File: src/rtl/weight_ram_param_if.sv
// rtl/weight_ram_param_if.sv - request/response bundle for the weight RAM
interface weight_ram_param_if #(
  parameter int DATA_W = 10,
  parameter int ADDR_W = 5
);
  logic              init;
  logic [ADDR_W-1:0] addr;
  logic [DATA_W-1:0] d;
  logic              we;
  logic              re;
  logic              acc;
  logic [DATA_W-1:0] q;
  logic              q_valid;
  logic              busy;
  logic              done;
  logic              addr_err;

  modport master (
    output init, addr, d, we, re, acc,
    input  q, q_valid, busy, done, addr_err
  );

  modport slave (
    input  init, addr, d, we, re, acc,
    output q, q_valid, busy, done, addr_err
  );
endinterface

File: src/rtl/weight_ram_param.sv
// rtl/weight_ram_param.sv - weight store with init sequencer; WEIGHT_RAM_SAT_ACC_EN enables saturating accumulate-on-write
module weight_ram_param #(
  parameter int  DATA_W = 10,
  parameter int  DEPTH  = 30,
  parameter int  GROUP  = 10,
  localparam int ADDR_W = $clog2(DEPTH)
) (
  input  logic              clk_i,
  input  logic              rst_ni,
  weight_ram_param_if.slave bus
);

  typedef enum logic [1:0] {S_IDLE, S_INIT, S_READY} state_t;

  localparam logic [ADDR_W:0]   DEPTH_C = (ADDR_W+1)'(DEPTH);
  localparam logic [ADDR_W-1:0] LAST_C  = ADDR_W'(DEPTH - 1);
  localparam logic [ADDR_W-1:0] GLAST_C = ADDR_W'(GROUP - 1);

  // Alternating pattern with the MSB set (10 bits: 10_1010_1010)
  function automatic logic [DATA_W-1:0] alt_msb_one();
    logic [DATA_W-1:0] p;
    for (int i = 0; i < DATA_W; i++) p[i] = (((DATA_W - 1 - i) % 2) == 0);
    return p;
  endfunction

  localparam logic [DATA_W-1:0] PAT_A = alt_msb_one();
  localparam logic [DATA_W-1:0] PAT_B = ~PAT_A;
  localparam logic [DATA_W-1:0] PAT_U = {DATA_W{1'b1}} << (DATA_W - DATA_W / 2);

  state_t            state_q;
  logic [ADDR_W-1:0] iaddr_q;   // init write address
  logic [ADDR_W-1:0] gcnt_q;    // position inside the current group
  logic [1:0]        gidx_q;    // group index, saturates at 2
  logic [DATA_W-1:0] q_q;
  logic              qv_q, busy_q, done_q, err_q;
  logic [DATA_W-1:0] mem_q [DEPTH];

  logic              in_range;
  logic              running;
  logic              mem_we;
  logic [ADDR_W-1:0] mem_addr;
  logic [DATA_W-1:0] mem_wdata;
  logic [DATA_W-1:0] init_word;
  logic [DATA_W-1:0] wr_word;

  assign in_range = ({1'b0, bus.addr} < DEPTH_C);
  assign running  = (state_q == S_INIT);

  // Default pattern for the word the sequencer is writing this cycle
  always_comb begin
    init_word = PAT_U;
    case (gidx_q)
      2'd0:    init_word = iaddr_q[0] ? PAT_B : PAT_A;
      2'd1:    init_word = PAT_B;
      default: init_word = PAT_U;
    endcase
  end

`ifdef WEIGHT_RAM_SAT_ACC_EN
  localparam logic [DATA_W-1:0] SAT_MAX = {1'b0, {(DATA_W-1){1'b1}}};
  localparam logic [DATA_W-1:0] SAT_MIN = {1'b1, {(DATA_W-1){1'b0}}};
  logic [DATA_W:0]   acc_sum;
  logic [DATA_W-1:0] old_word;

  // Signed read-modify-write sum, clamped when the carry disagrees with the sign
  always_comb begin
    old_word = mem_q[bus.addr];
    acc_sum  = {old_word[DATA_W-1], old_word} + {bus.d[DATA_W-1], bus.d};
    if (!bus.acc) begin
      wr_word = bus.d;
    end else if (acc_sum[DATA_W] != acc_sum[DATA_W-1]) begin
      wr_word = acc_sum[DATA_W] ? SAT_MIN : SAT_MAX;
    end else begin
      wr_word = acc_sum[DATA_W-1:0];
    end
  end
`else
  logic unused_acc;
  assign unused_acc = bus.acc;
  assign wr_word    = bus.d;
`endif

  // Single array write port shared by the sequencer and the user path
  always_comb begin
    mem_we    = 1'b0;
    mem_addr  = bus.addr;
    mem_wdata = wr_word;
    if (running) begin
      mem_we    = 1'b1;
      mem_addr  = iaddr_q;
      mem_wdata = init_word;
    end else begin
      mem_we    = bus.we && in_range;
    end
  end

  // Storage array; contents are deliberately left unreset
  always_ff @(posedge clk_i) begin
    if (mem_we) mem_q[mem_addr] <= mem_wdata;
  end

  // Control FSM with registered read data, status and error pulses
  always_ff @(posedge clk_i or negedge rst_ni) begin
    if (!rst_ni) begin
      state_q <= S_IDLE;
      iaddr_q <= '0;
      gcnt_q  <= '0;
      gidx_q  <= '0;
      q_q     <= '0;
      qv_q    <= 1'b0;
      busy_q  <= 1'b0;
      done_q  <= 1'b0;
      err_q   <= 1'b0;
    end else begin
      qv_q   <= 1'b0;
      done_q <= 1'b0;
      err_q  <= 1'b0;
      case (state_q)
        S_INIT: begin
          if (iaddr_q == LAST_C) begin
            state_q <= S_READY;
            busy_q  <= 1'b0;
            done_q  <= 1'b1;
          end
          iaddr_q <= iaddr_q + ADDR_W'(1);
          if (gcnt_q == GLAST_C) begin
            gcnt_q <= '0;
            if (gidx_q != 2'd2) gidx_q <= gidx_q + 2'd1;
          end else begin
            gcnt_q <= gcnt_q + ADDR_W'(1);
          end
        end
        default: begin
          if (bus.init) begin
            state_q <= S_INIT;
            busy_q  <= 1'b1;
            iaddr_q <= '0;
            gcnt_q  <= '0;
            gidx_q  <= '0;
          end
          if ((bus.we || bus.re) && !in_range) err_q <= 1'b1;
          if (bus.re && !bus.we) begin
            qv_q <= 1'b1;
            q_q  <= in_range ? mem_q[bus.addr] : '0;
          end
        end
      endcase
    end
  end

  assign bus.q        = q_q;
  assign bus.q_valid  = qv_q;
  assign bus.busy     = busy_q;
  assign bus.done     = done_q;
  assign bus.addr_err = err_q;

endmodule
File: src/flat_wrapper.sv
// flat-port wrapper written by rule: the top's interface ports become plain ports
module weight_ram_param_flat 
#(
  parameter int  DATA_W = 10,
  parameter int  DEPTH  = 30,
  parameter int  GROUP  = 10,
  localparam int ADDR_W = $clog2(DEPTH)
)
  (clk_i, rst_ni, bus_init, bus_addr, bus_d, bus_we, bus_re, bus_acc, bus_q, bus_q_valid, bus_busy, bus_done, bus_addr_err);
  weight_ram_param_if #(.DATA_W(DATA_W)) bus_i ();
  input  logic clk_i;
  input  logic rst_ni;
  input wire logic [$bits(bus_i.init)-1:0] bus_init;
  input wire logic [$bits(bus_i.addr)-1:0] bus_addr;
  input wire logic [$bits(bus_i.d)-1:0] bus_d;
  input wire logic [$bits(bus_i.we)-1:0] bus_we;
  input wire logic [$bits(bus_i.re)-1:0] bus_re;
  input wire logic [$bits(bus_i.acc)-1:0] bus_acc;
  output wire logic [$bits(bus_i.q)-1:0] bus_q;
  output wire logic [$bits(bus_i.q_valid)-1:0] bus_q_valid;
  output wire logic [$bits(bus_i.busy)-1:0] bus_busy;
  output wire logic [$bits(bus_i.done)-1:0] bus_done;
  output wire logic [$bits(bus_i.addr_err)-1:0] bus_addr_err;
  assign bus_i.init = bus_init;
  assign bus_i.addr = bus_addr;
  assign bus_i.d = bus_d;
  assign bus_i.we = bus_we;
  assign bus_i.re = bus_re;
  assign bus_i.acc = bus_acc;
  assign bus_q = bus_i.q;
  assign bus_q_valid = bus_i.q_valid;
  assign bus_busy = bus_i.busy;
  assign bus_done = bus_i.done;
  assign bus_addr_err = bus_i.addr_err;
  weight_ram_param #(.DATA_W(DATA_W), .DEPTH(DEPTH), .GROUP(GROUP)) u_core (.clk_i(clk_i), .rst_ni(rst_ni), .bus(bus_i));
endmodule
File: config.mk
export PLATFORM = sky130hd
export DESIGN_NAME = weight_ram_param_flat
export DESIGN_NICKNAME = d
export VERILOG_FILES = /design/src/rtl/weight_ram_param_if.sv /design/src/rtl/weight_ram_param.sv /design/src/flat_wrapper.sv
export SDC_FILE = /design/constraint.sdc
export NUM_CORES = 1
export LEC_CHECK = 0
export CAP_MARGIN = 20
export CORE_MARGIN = 8
export CORE_UTILIZATION = 30
export CTS_CLUSTER_SIZE = 16
export DETAILED_ROUTE_END_ITERATION = 16
export PLACE_DENSITY = 0.44
export SLEW_MARGIN = 20
export SYNTH_ARGS = -nofsm -noshare
export SYNTH_HDL_FRONTEND = slang
export SYNTH_SLANG_ARGS = --single-unit
File: constraint.sdc
create_clock -name clk_i -period 2.5 [get_ports clk_i]
set_input_delay 0.75 -clock clk_i [delete_from_list [all_inputs] [get_ports clk_i]]
set_output_delay 0.75 -clock clk_i [all_outputs]
set_load 0.01 [all_outputs]
[Word level (Yosys, flattened, before mapping)]
Memory sizes are Yosys's and may differ from the RTL's.
Index checks and enable logic that the tools add are counted.
Cells by class
  reductions and logical operators: 11
  bitwise logic cells: 1
  magnitude comparators: 1
  equality and inequality tests: 8
  muxes and demuxes: 28
  $add $sub $neg: 3
Operators with widths (count)
  $mux W10: 3
  $mux W5: 5
  $pmux W10 S2: 1
  $mux W2: 7
  $mux W1: 12
  $add A5 B1 Y5 const B: 2
  $ne A2 B2 Y1 const B: 4
  $eq A5 B4 Y1 const B: 1
  $eq A5 B5 Y1 const B: 1
  $lt A5 B5 Y1 const B: 1
  $eq A2 B1 Y1 const B: 2
  $reduce_and A2 Y1: 2
  $logic_and A1 B1 Y1: 3
  $reduce_and A3 Y1: 1
  $add A2 B1 Y2 const B: 1
  $logic_not A1 Y1: 2
  $logic_not A2 Y1: 1
  $reduce_bool A2 Y1: 1
  $logic_or A1 B1 Y1: 1
  $not A1 Y1: 1
Storage, ports and cells
  register bits: 28
  input port bits: 21
  memories kept: 1
  output and inout port bits: 14
  memory bits (writable): 300
  logic and storage cells: 62
Memory list
  u_core.mem_q: words 30, width 10, read ports 1, clocked after memory_dff 0, wr ports 1, line weight_ram_param.sv:36  | logic [DATA_W-1:0] mem_q [DEPTH];

[Longest topological paths before layout]
Gate-level depths: netlist of run 1.
  word-level depth: 5
  depth in mapped cells: 9

[Worst setup path before layout of run 1]
No wires, ideal clock.
  path kind: input to register
  from: in bus_addr[0]
  to: mem u_core.mem_q[13][0] (enable)
  required time: 2.124 ns
  buffers on the path: 4
  slack: -0.132 ns
  stages on the path: 8
  arrival: 2.256 ns
  library setup time: 0.376 ns
  cells stage by stage: buf_6 > buf_12 > buf_4 > buf_2 > nand2_1 > nor3_1 > a31oi_1 > nor2_1
Between the ends
  word-level cells in the longest chain between the ends: 5
  elaborated cells on any way between the ends: 6
  those cells by class: 1 x order compare; 4 x mux; 1 x reduce/logical
RTL lines
  start: declaration: line flat_wrapper.sv:14  | input wire logic [$bits(bus_i.addr)-1:0] bus_addr;
  $lt A5 B5 Y1: line weight_ram_param.sv:46  | assign in_range = ({1'b0, bus.addr} < DEPTH_C);
  $logic_and A1 B1 Y1: line weight_ram_param.sv:93  | mem_we = bus.we && in_range;
  $mux W1: line weight_ram_param.sv:88  | if (running) begin
  $mux W1: line weight_ram_param.sv:99  | if (mem_we) mem_q[mem_addr] <= mem_wdata;
  $mux W1 (implied by the code): line weight_ram_param.sv:99
  end: declaration: line weight_ram_param.sv:36
Several ways; a longest one is shown, not always the timed one.

[Worst setup path after layout of run 1]
  from: in bus_re
  to: reg u_core.q_q[8] (netlist: u_core.bus.q[8])
Between the ends
  word-level cells in the longest chain between the ends: 2
RTL lines
  start: declaration: line flat_wrapper.sv:17  | input wire logic [$bits(bus_i.re)-1:0] bus_re;
  $logic_and A1 B1 Y1: line weight_ram_param.sv:142  | if (bus.re && !bus.we) begin
  $reduce_and A2 Y1 (no line)
  end signal: assignment: line weight_ram_param.sv:144  | q_q <= in_range ? mem_q[bus.addr] : '0;
  end: declaration: line weight_ram_param.sv:34  | logic [DATA_W-1:0] q_q;
No other way between the ends.
A chain may end at the register's enable or synchronous reset.

==> flow_results.org, run 1 <==
** Status
- The flow ran to the end, and the final reports show no timing, DRC or antenna violations.

** Global routing
- Via count of the first global-routing pass :: 7357
- Global routing finished with a remaining overflow of 0.
- Global router's overall resource usage :: 0.1354
- The number of antenna violations at the first check in global routing is 0.
- The first global-routing pass estimated slightly above 50 mm of wire.
- Largest net degree at the start of global routing :: 31

** Detailed routing
- Iteration-0 DRC count of the detailed router :: 471
- The first TritonRoute pass finished after 4 iterations.
- The detailed router placed 7381 vias in this run.
- Count of nets left with antenna violations after detail routing :: 0
- The final layout contains routed wiring with a total length of ~34 mm.
- In the routed layout, each cell is associated on average with a via count of roughly 4.7.
- After detailed routing, the average wire length per cell comes to 22.03 um.
- In the routed design, unresolved DRC markers number 0.

** Setup path
- Largest incremental delay on the critical path :: between 0.5 and 0.6 ns
- Traced cell by cell, the critical path runs through clkdlybuf4s50_1, nor2b_1, buf_4, buf_4, nand2_1, or4_1, nor3_1, a211oi_1.
- In this run the worst path has a maximum fanout of 10.
- STA classifies the critical path endpoint as a register.
- Setup Crit Path Kind :: primary input to register
- Critical path's most frequent cell :: sky130_fd_sc_hd__buf_4
- Data arrives at the worst endpoint at 2.77 ns.
- For the worst setup path, the data required time is approximately 2.9 ns.
- STA classifies the critical path startpoint as a primary input.
- For this design, the slowest cell found on the critical path is sky130_fd_sc_hd__clkdlybuf4s50_1.

** STA
- Setup repair after global routing left no endpoint under its margin.
- The number of hold violations in the final report is 0.
- Transition time at the pin with the least slew margin :: 0.9287 ns
- Setup violations remaining at the end of the flow were counted as 0.
- Final period util :: 0.9483
- The worst path in the final design needs a cycle of 2.371 ns, including I/O delays and setup.
- Minimum hold slack :: 0.4764 ns
- Max Fclk :: 421.8 MHz
- Headroom to the max-slew limit :: 0.3802
- The number of slew-limit violations in the final report is 0.
- Largest clock skew in the final design :: 0.008683 ns
- Setup slack of the critical path after layout :: 0.1293 ns

** Clocking
- Latest clock arrival within the worst-skew pair :: 0.53 ns
- Clock-pin slew was measured on the worst setup and hold paths at 0.06 ns.
- The H-tree was split into 2 levels.
- After clock tree synthesis, the repair step resized 0 gates.
- TritonCTS built the clock tree.
- In this run, CTS created clock tree buffers numbering 37.
- Clock tree synthesis found a total of 327 sinks.
- The clock passes through at most 3 buffers.
- Post-cts hold buffer count :: 0
- Clock tree synthesis selected as its root buffer the cell sky130_fd_sc_hd__clkbuf_16.
- In this run the post-CTS setup repair buffer count came out at 0.

** Logic synthesis
- Asr flop ratio synth :: 0.08257
- Dominant combinational cell family by area after synthesis :: multiplexers
- Average cell area after synthesis :: 17.19 um^2
- Commonest cells in the synthesized netlist :: 300 x sky130_fd_sc_hd__edfxtp_1, 91 x sky130_fd_sc_hd__mux2i_1, 91 x sky130_fd_sc_hd__nor2_1, 37 x sky130_fd_sc_hd__mux4_2, 30 x sky130_fd_sc_hd__o21ai_0
- Share of the synthesized area in the top cell type :: 0.6805
- Of the total synthesized cell area, the portion taken by AND, OR, NAND and NOR gates is 0.05784.
- Synthesized-area fraction occupied by ao, oa, aoi and oai cells :: 0.04225
- Xor/xnor cell area share of the yosys netlist :: 0.001323
- Number of synthesis warnings :: 0
- sky130_fd_sc_hd__edfxtp_1 is the most common cell in the netlist.
- After synthesis the netlist holds a flip-flop and latch count of ~330.
- Most area-consuming cells after synthesis :: sky130_fd_sc_hd__edfxtp_1 68%, sky130_fd_sc_hd__mux2i_1 6.9%, sky130_fd_sc_hd__mux4_2 6.3%, sky130_fd_sc_hd__dfrtp_1 5.1%, sky130_fd_sc_hd__nor2_1 2.6%
- Of the total synthesized cell area, the portion taken by full adders, half adders and majority gates is 0.006616.
- Mapped Nets :: 798
- Synthesis produced 770 cells.
- Of the synthesized area, sequential elements account for 0.7316.
- Cell type contributing the most total cell area after synthesis :: sky130_fd_sc_hd__edfxtp_1
- Distinct cell type count after synthesis :: between 40 and 50
- Yosys mapped a number of flops with a built-in enable equal to 300.
- The portion of synthesized area spent on multiplexers is 0.1396.
- Dominant register cell in the synthesized netlist :: sky130_fd_sc_hd__edfxtp_1
- Combined area of all synthesized cells :: about 13000 um^2

** Power and ir drop
- Static leakage :: 0.005904 uW
- Power density normalized to cell area :: 1053 nW/um^2
- IR analysis of the VDD net gives a maximum drop of 0.4760 mV.

** Die
- Num rows :: between 70 and 80
- The initial utilization of the core area, before any placement, comes to 0.3013.
- The floorplan step defined a die boundary enclosing 51100 um^2.
- The region available for standard cell placement spans 43930 um^2.
- The floorplan step set the die width to 226.1 um.
- In this run the count of I/O pins placed on the die edge is 35.
- The floorplan step set the die height to 226.1 um.

** Final layout
- Share of final-layout standard cells stronger than drive strength 1 :: 0.2500
- At the end of the flow the core is filled with cells to 0.3782.
- The layout has 4149 filler cells.
- In the final design database the tool counted approximately 960 nets.
- Layout Area Growth over Synthesis :: 25.50%
- Final design area excluding fillers :: about 17000 um^2
- Final cell count without fillers :: 1557

** Hold path
- Class of the worst hold path :: register to register

** Place
- Routability-driven placement finished with a final weighted congestion of 0.7964.
- Dpl ws :: -0.3620 ns
- # placed instances :: 1489
- Summing all placed instances gives a cell area of roughly 15000 um^2.
- Buffers placed on the I/O ports in this run total 33.
- Detailed-placement wirelength estimate :: 22.01 mm

** Job
- Maxcap violations :: 0
report_power, final:
group	internal, uW	switching [uW]	leakage, uW
Combinational	1280	2610	0.00225
Sequential	7680	248	0.00303
Clock	3560	2110	0.000621
Total	12500	4970	0.00590
final cells by class:
cell class / instances / area, um^2 / share of cell area
antenna: 1 / 2.502 / 0.0001506
clock buffer: 52 / 1055 / 0.06349
clock inverter: 15 / 221.5 / 0.01333
inverter: 9 / 33.78 / 0.002033
multi-input combinational: 396 / 3313 / 0.1994
sequential: 327 / 9684 / 0.5829
tap: 592 / 740.7 / 0.04459
timing repair buffer: 165 / 1563 / 0.09407
sequential cells by signal (all words and copies together), names as in the netlist:
register,count
u_core.bus.q_valid,1
u_core.iaddr_q,5
u_core.bus.done,1
u_core.state_q,2
u_core.mem_q,300
u_core.bus.addr_err,1
u_core.gidx_q,2
u_core.gcnt_q,5
u_core.bus.q,10
critical path, delay by kind of cell:
family                 cells  cell delay (ns)
buffers and inverters      3             0.88
AO/OA/AOI/OAI              1             0.09
AND/OR/NAND/NOR            4             1.05
placed cells by master, fill, tap and decap left out, types with 9 or more instances in the layout:
master                            synthesis  final
sky130_fd_sc_hd__edfxtp_1               300    300
sky130_fd_sc_hd__buf_4                    3    112
sky130_fd_sc_hd__mux2i_1                 91     91
sky130_fd_sc_hd__nor2_1                  91     78
sky130_fd_sc_hd__clkbuf_16                0     39
sky130_fd_sc_hd__mux4_2                  37     37
sky130_fd_sc_hd__o21ai_0                 30     30
sky130_fd_sc_hd__clkdlybuf4s50_1          0     30
sky130_fd_sc_hd__dfrtp_1                 27     27
sky130_fd_sc_hd__nand2_1                 23     23
sky130_fd_sc_hd__o22ai_1                 20     20
sky130_fd_sc_hd__buf_12                   2     20
sky130_fd_sc_hd__nor2_2                   0     13
sky130_fd_sc_hd__clkbuf_1                10     10
sky130_fd_sc_hd__inv_1                    9      9
sky130_fd_sc_hd__or4_1                    9      9
sky130_fd_sc_hd__a21boi_0                 9      9
sky130_fd_sc_hd__nor4_1                   9      9
cell families (layout without fill, tap and decap cells):
logic type                 after synthesis  count (layout)
DFF                                    327             327
buffers and inverters                   47             241
muxes                                  133             133
and+or+nand+nor                        166             166
other                                    0               1
adders and majority gates                7               7
AOI/OAI and AO/OA                       88              88
xor gates and xnor gates                 2               2
metrics by stage:
stage / TNS, ns / total power, uW
6_report: 0 / 17490
5_1_grt: 0 / 18250
4_1_cts: 0 / 17750
3_5_place_dp: -75.63 / 12000
3_3_place_gp: -69.61 / 11950
2_1_floorplan: -21.70 / 9766
worst paths after layout:
check,slack [ns],start,cells after the start,to
setup / recovery,0.13,bus_re,8,u_core.bus.q[8]
hold / removal,0.48,u_core.gcnt_q[4],1,u_core.gcnt_q[4]
setup reg to reg,0.15,u_core.state_q[1],5,u_core.mem_q[2][4]
hold reg to reg,0.48,u_core.gcnt_q[4],1,u_core.gcnt_q[4]
max in group asynchronous,1.57,rst_ni,2,u_core.bus.q[6]
min in group asynchronous,0.62,rst_ni,2,u_core.gcnt_q[3]
layer usage:
layer / global-route usage / vias up / share of wire
met5: 0 / - / 0
met1: 0.1909 / 3782 / 0.47
met3: 0.02662 / 44 / 0.048
met2: 0.2091 / 173 / 0.46
li1: - / 3382 / -
met4: 0.04145 / 0 / 0.023
(Power assumes the default switching activity.)
==> run 2, diff against run 1 <==
CORE_MARGIN = 5   (was 8)
CTS_CLUSTER_DIAMETER = 120   (was default)
HOLD_SLACK_MARGIN = 0.05   (was default)
==> flow_results.org, run 2 (same netlist as run 1, synthesis figures left out) <==
** Status
- Result of the run :: finished, final reports clean (unchanged)

** Clocking
- Number of setup buffers added after CTS :: 0 (unchanged)
- The number of resized instances in the post-cts repair step was 0 (unchanged).
- The clock edge transition at the registers on the reported setup and hold paths came to 0.07 ns (was 0.06 ns).
- Post-cts hold buffer count :: 0 (unchanged)
- The clock root buffer is sky130_fd_sc_hd__clkbuf_16 (unchanged).
- # clock sinks :: 327 (unchanged)
- Latest clock arrival within the worst-skew pair :: 0.54 ns (was 0.53 ns)
- The CTS tree was yes (unchanged).
- The worst-case clock buffer depth is 3 (unchanged).
- The H-tree depth reported by CTS was 1 (was 2).
- CTS Buf Count :: 24 (was 37)

** Power and ir drop
- The cell area power density is 969.4 nW/um^2 (was 1053 nW/um^2).
- Clock power share :: 0.240 (was 0.324)
- The net switching power was 4667 uW (was 4965 uW).
- The sequential cell fraction of total power came to 0.510 (was 0.453).
- Combinational power share :: 0.250 (was 0.222)
- The static leakage is 0.005612 uW (was 0.005904 uW).
- Internal power summed over all cells :: 10850 uW (was 12520 uW)
- Max IR drop VDD :: 0.6841 mV (was 0.4760 mV)
- Switching share of total power :: 0.3007 (was 0.2839)

** Setup path
- Worst Path Required :: 2.92 ns (was 2.90 ns)
- The launch point of the worst reg-to-reg path is u_core.state_q[0] (was u_core.state_q[1]).
- The endpoint of the worst register-to-register path is u_core.mem_q[14][2] (was u_core.mem_q[2][4]).
- Setup Crit Path Kind :: primary input to register (unchanged)
- The maximum net fanout on the critical path came to 12 (was 10).
- The data arrival time of the critical path was 2.77 ns (about the same).
- Worst Reg-to-Reg Cells :: 5 (unchanged)
- Worst Setup End Kind :: register (unchanged)
- Worst setup SP type :: primary input (unchanged)
- The slack of the worst reg-to-reg path is 0.18 ns (was 0.15 ns).

** Place
- Count of port buffers added during placement :: 33 (unchanged)
- Detailed-placement wirelength estimate :: 21.97 mm (was 22.01 mm)
- # placed instances :: 1489 (unchanged)
- The global placer's final weighted congestion came to 0.7619 (was 0.7964).

** Final layout
- The area of the multi-input gates is 3313 um^2 (unchanged).
- Layout Area Growth over Synthesis :: 20.95% (was 25.50%)
- The number of nets at the end of the flow came to 951 (was 964).
- The top register by number of flip-flops was u_core.mem_q (unchanged).
- The footprint of the flip-flops and latches is 9684 um^2 (unchanged).
- Antenna fix cells :: 0 (was 1)
- The flip-flop count of the largest register, all copies and words added is 300 (unchanged).
- Share of final-layout standard cells stronger than drive strength 1 :: 0.2298 (was 0.2500)
- Final cell count without fillers :: 1532 (was 1557)
- The number of inserted filler cells in the final layout is 4203 (was 4149).
- The most common cell after layout, fill and taps aside was sky130_fd_sc_hd__edfxtp_1 (unchanged).
- Commonest cells after routing, fill and taps aside: 300 x sky130_fd_sc_hd__edfxtp_1, 114 x sky130_fd_sc_hd__buf_4, 91 x sky130_fd_sc_hd__mux2i_1 (was 300 x sky130_fd_sc_hd__edfxtp_1, 112 x sky130_fd_sc_hd__buf_4, 91 x sky130_fd_sc_hd__mux2i_1).

** Die
- Vertical die dimension :: 220.1 um (was 226.1 um)
- Core area :: 43930 um^2 (unchanged)
- Die area :: 48430 um^2 (was 51100 um^2)
- Num rows :: 77 (unchanged)
- The I/O pin total was 35 (unchanged).
- Effective utilization at floorplan :: 0.3013 (unchanged)
- The width of the die is 220.1 um (was 226.1 um).

** Global routing
- The overall global routing resource usage came to 0.1387 (was 0.1354).
- The number of antenna violations at the first check in global routing is 0 (unchanged).
- The sum of overflow across all layers after global routing was 0 (unchanged).
- Via count of the first global-routing pass :: 7170 (was 7357)
- Wire length of the first global-routing pass :: 49.37 mm (was 50.48 mm)
- The largest net degree at the start of global routing came to 31 (unchanged).

** Detailed routing
- Remaining design rule violation count :: 0 (unchanged)
- The detailed-route wire length per cell came to 21.99 um (was 22.03 um).
- Number of iterations in the first detailed-routing pass :: 5 (was 4)
- The total via count in the routed design came to 7187 (was 7381).
- Post-detailed-route via-to-cell ratio :: 4.691 (was 4.741)
- Count of nets left with antenna violations after detail routing :: 0 (unchanged)
- Drt total wl :: 33.68 mm (was 34.31 mm)
- The violation count after the first detailed-routing iteration was 467 (was 471).

** STA
- Largest clock skew in the final design :: 0.01772 ns (was 0.008683 ns)
- The final total negative setup slack came to 0 ns (unchanged).
- The total setup violations reported at the end of the flow came to 0 (unchanged).
- Headroom to the max-slew limit :: 0.4914 (was 0.3802)
- Final number of max-transition violations :: 0 (unchanged)
- The minimum period implied by the final worst setup slack was 2.355 ns (was 2.371 ns).
- Number of hold violations in the final report :: 0 (unchanged)
- The highest attainable clock frequency came to 424.7 MHz (was 421.8 MHz).
- The transition at the pin with the smallest max-transition slack is 0.7621 ns (was 0.9287 ns).
- The share of the clock period used by the worst path after layout came to 0.9418 (was 0.9483).
- Unrepaired setup endpoints after global routing :: no (unchanged)

** Hold path
- The beginning of the worst hold path is u_core.gcnt_q[4] (unchanged).
- Worst hold endpoint :: u_core.gcnt_q[4] (unchanged)
- The count of cells along the worst hold path is 1 (unchanged).
- The kind of path behind the tightest hold check is register to register (unchanged).

** Job
- Maxcap violations :: 0 (unchanged)
[run 2: final cells by class]
cell class	instances	share of cell area
Sequential cell	327	0.6049
Multi-Input combinational cell	396	0.2069
Timing Repair Buffer	165	0.09605
Tap cell	592	0.04626
Clock buffer	42	0.04306
Inverter	9	0.002110
Clock inverter	1	0.0007033
[run 2: worst max path at each step]
| stage | from | to | slack [ns] | cells past startpoint |
|---|---|---|---|---|
| finish | bus_addr[3] | u_core.bus.q[6] | 0.15 | 6 |
| global route | bus_addr[3] | u_core.bus.q[1] | 0.02 | 6 |
| CTS | u_core.bus.q[7] | bus_q[7] | 0.17 | 1 |
| detailed placement | bus_addr[3] | u_core.bus.q[7] | -0.39 | 6 |
| global placement | bus_addr[3] | u_core.bus.q[6] | -0.43 | 6 |
| floorplan | bus_addr[0] | u_core.mem_q[13][0] | -0.13 | 8 |
[run 2: layer usage]
| metal | wire length, um | share of wire | up-vias | global-route usage |
|---|---|---|---|---|
| li1 | - | - | 3338 | - |
| met1 | 16600 | 0.49 | 3696 | 0.2085 |
| met2 | 15320 | 0.45 | 119 | 0.2152 |
| met3 | 1142 | 0.034 | 34 | 0.01896 |
| met4 | 615 | 0.018 | 0 | 0.03100 |
| met5 | 0 | 0 | - | 0 |
[run 2: power by group through the flow]
stage / Clock (uW) / Combinational, uW / Sequential, uW
2_1_floorplan: 0 / 1770 / 7990
3_3_place_gp: 0 / 3940 / 8020
3_5_place_dp: 0 / 3970 / 8030
4_1_cts: 3870 / 3980 / 7920
5_1_grt: 4090 / 4240 / 7980
6_report: 3730 / 3880 / 7910
[run 2: critical path, stage by stage]
cell                              delay [ns]
sky130_fd_sc_hd__clkdlybuf4s50_1        0.58
sky130_fd_sc_hd__or3b_2                 0.52
sky130_fd_sc_hd__nor2_1                 0.10
sky130_fd_sc_hd__or4_1                  0.40
sky130_fd_sc_hd__o32ai_1                0.35
sky130_fd_sc_hd__nor2_1                 0.07
[run 2: stage by stage]
step / hold WS, ns / power (uW) / cell area, um^2 / setup WS [ns] / utilization
finish: 0.4875 / 15520 / 16010 / 0.1454 / 0.3644
CTS: 0.4959 / 15760 / 16010 / 0.1674 / 0.3644
detailed placement: 0.4785 / 12010 / 15310 / -0.3855 / 0.3485
global placement: 0.4720 / 11960 / 15310 / -0.4270 / 0.3485
global route: 0.5288 / 16300 / 16010 / 0.02024 / 0.3644
floorplan: 0.4430 / 9766 / 13260 / -0.1324 / -
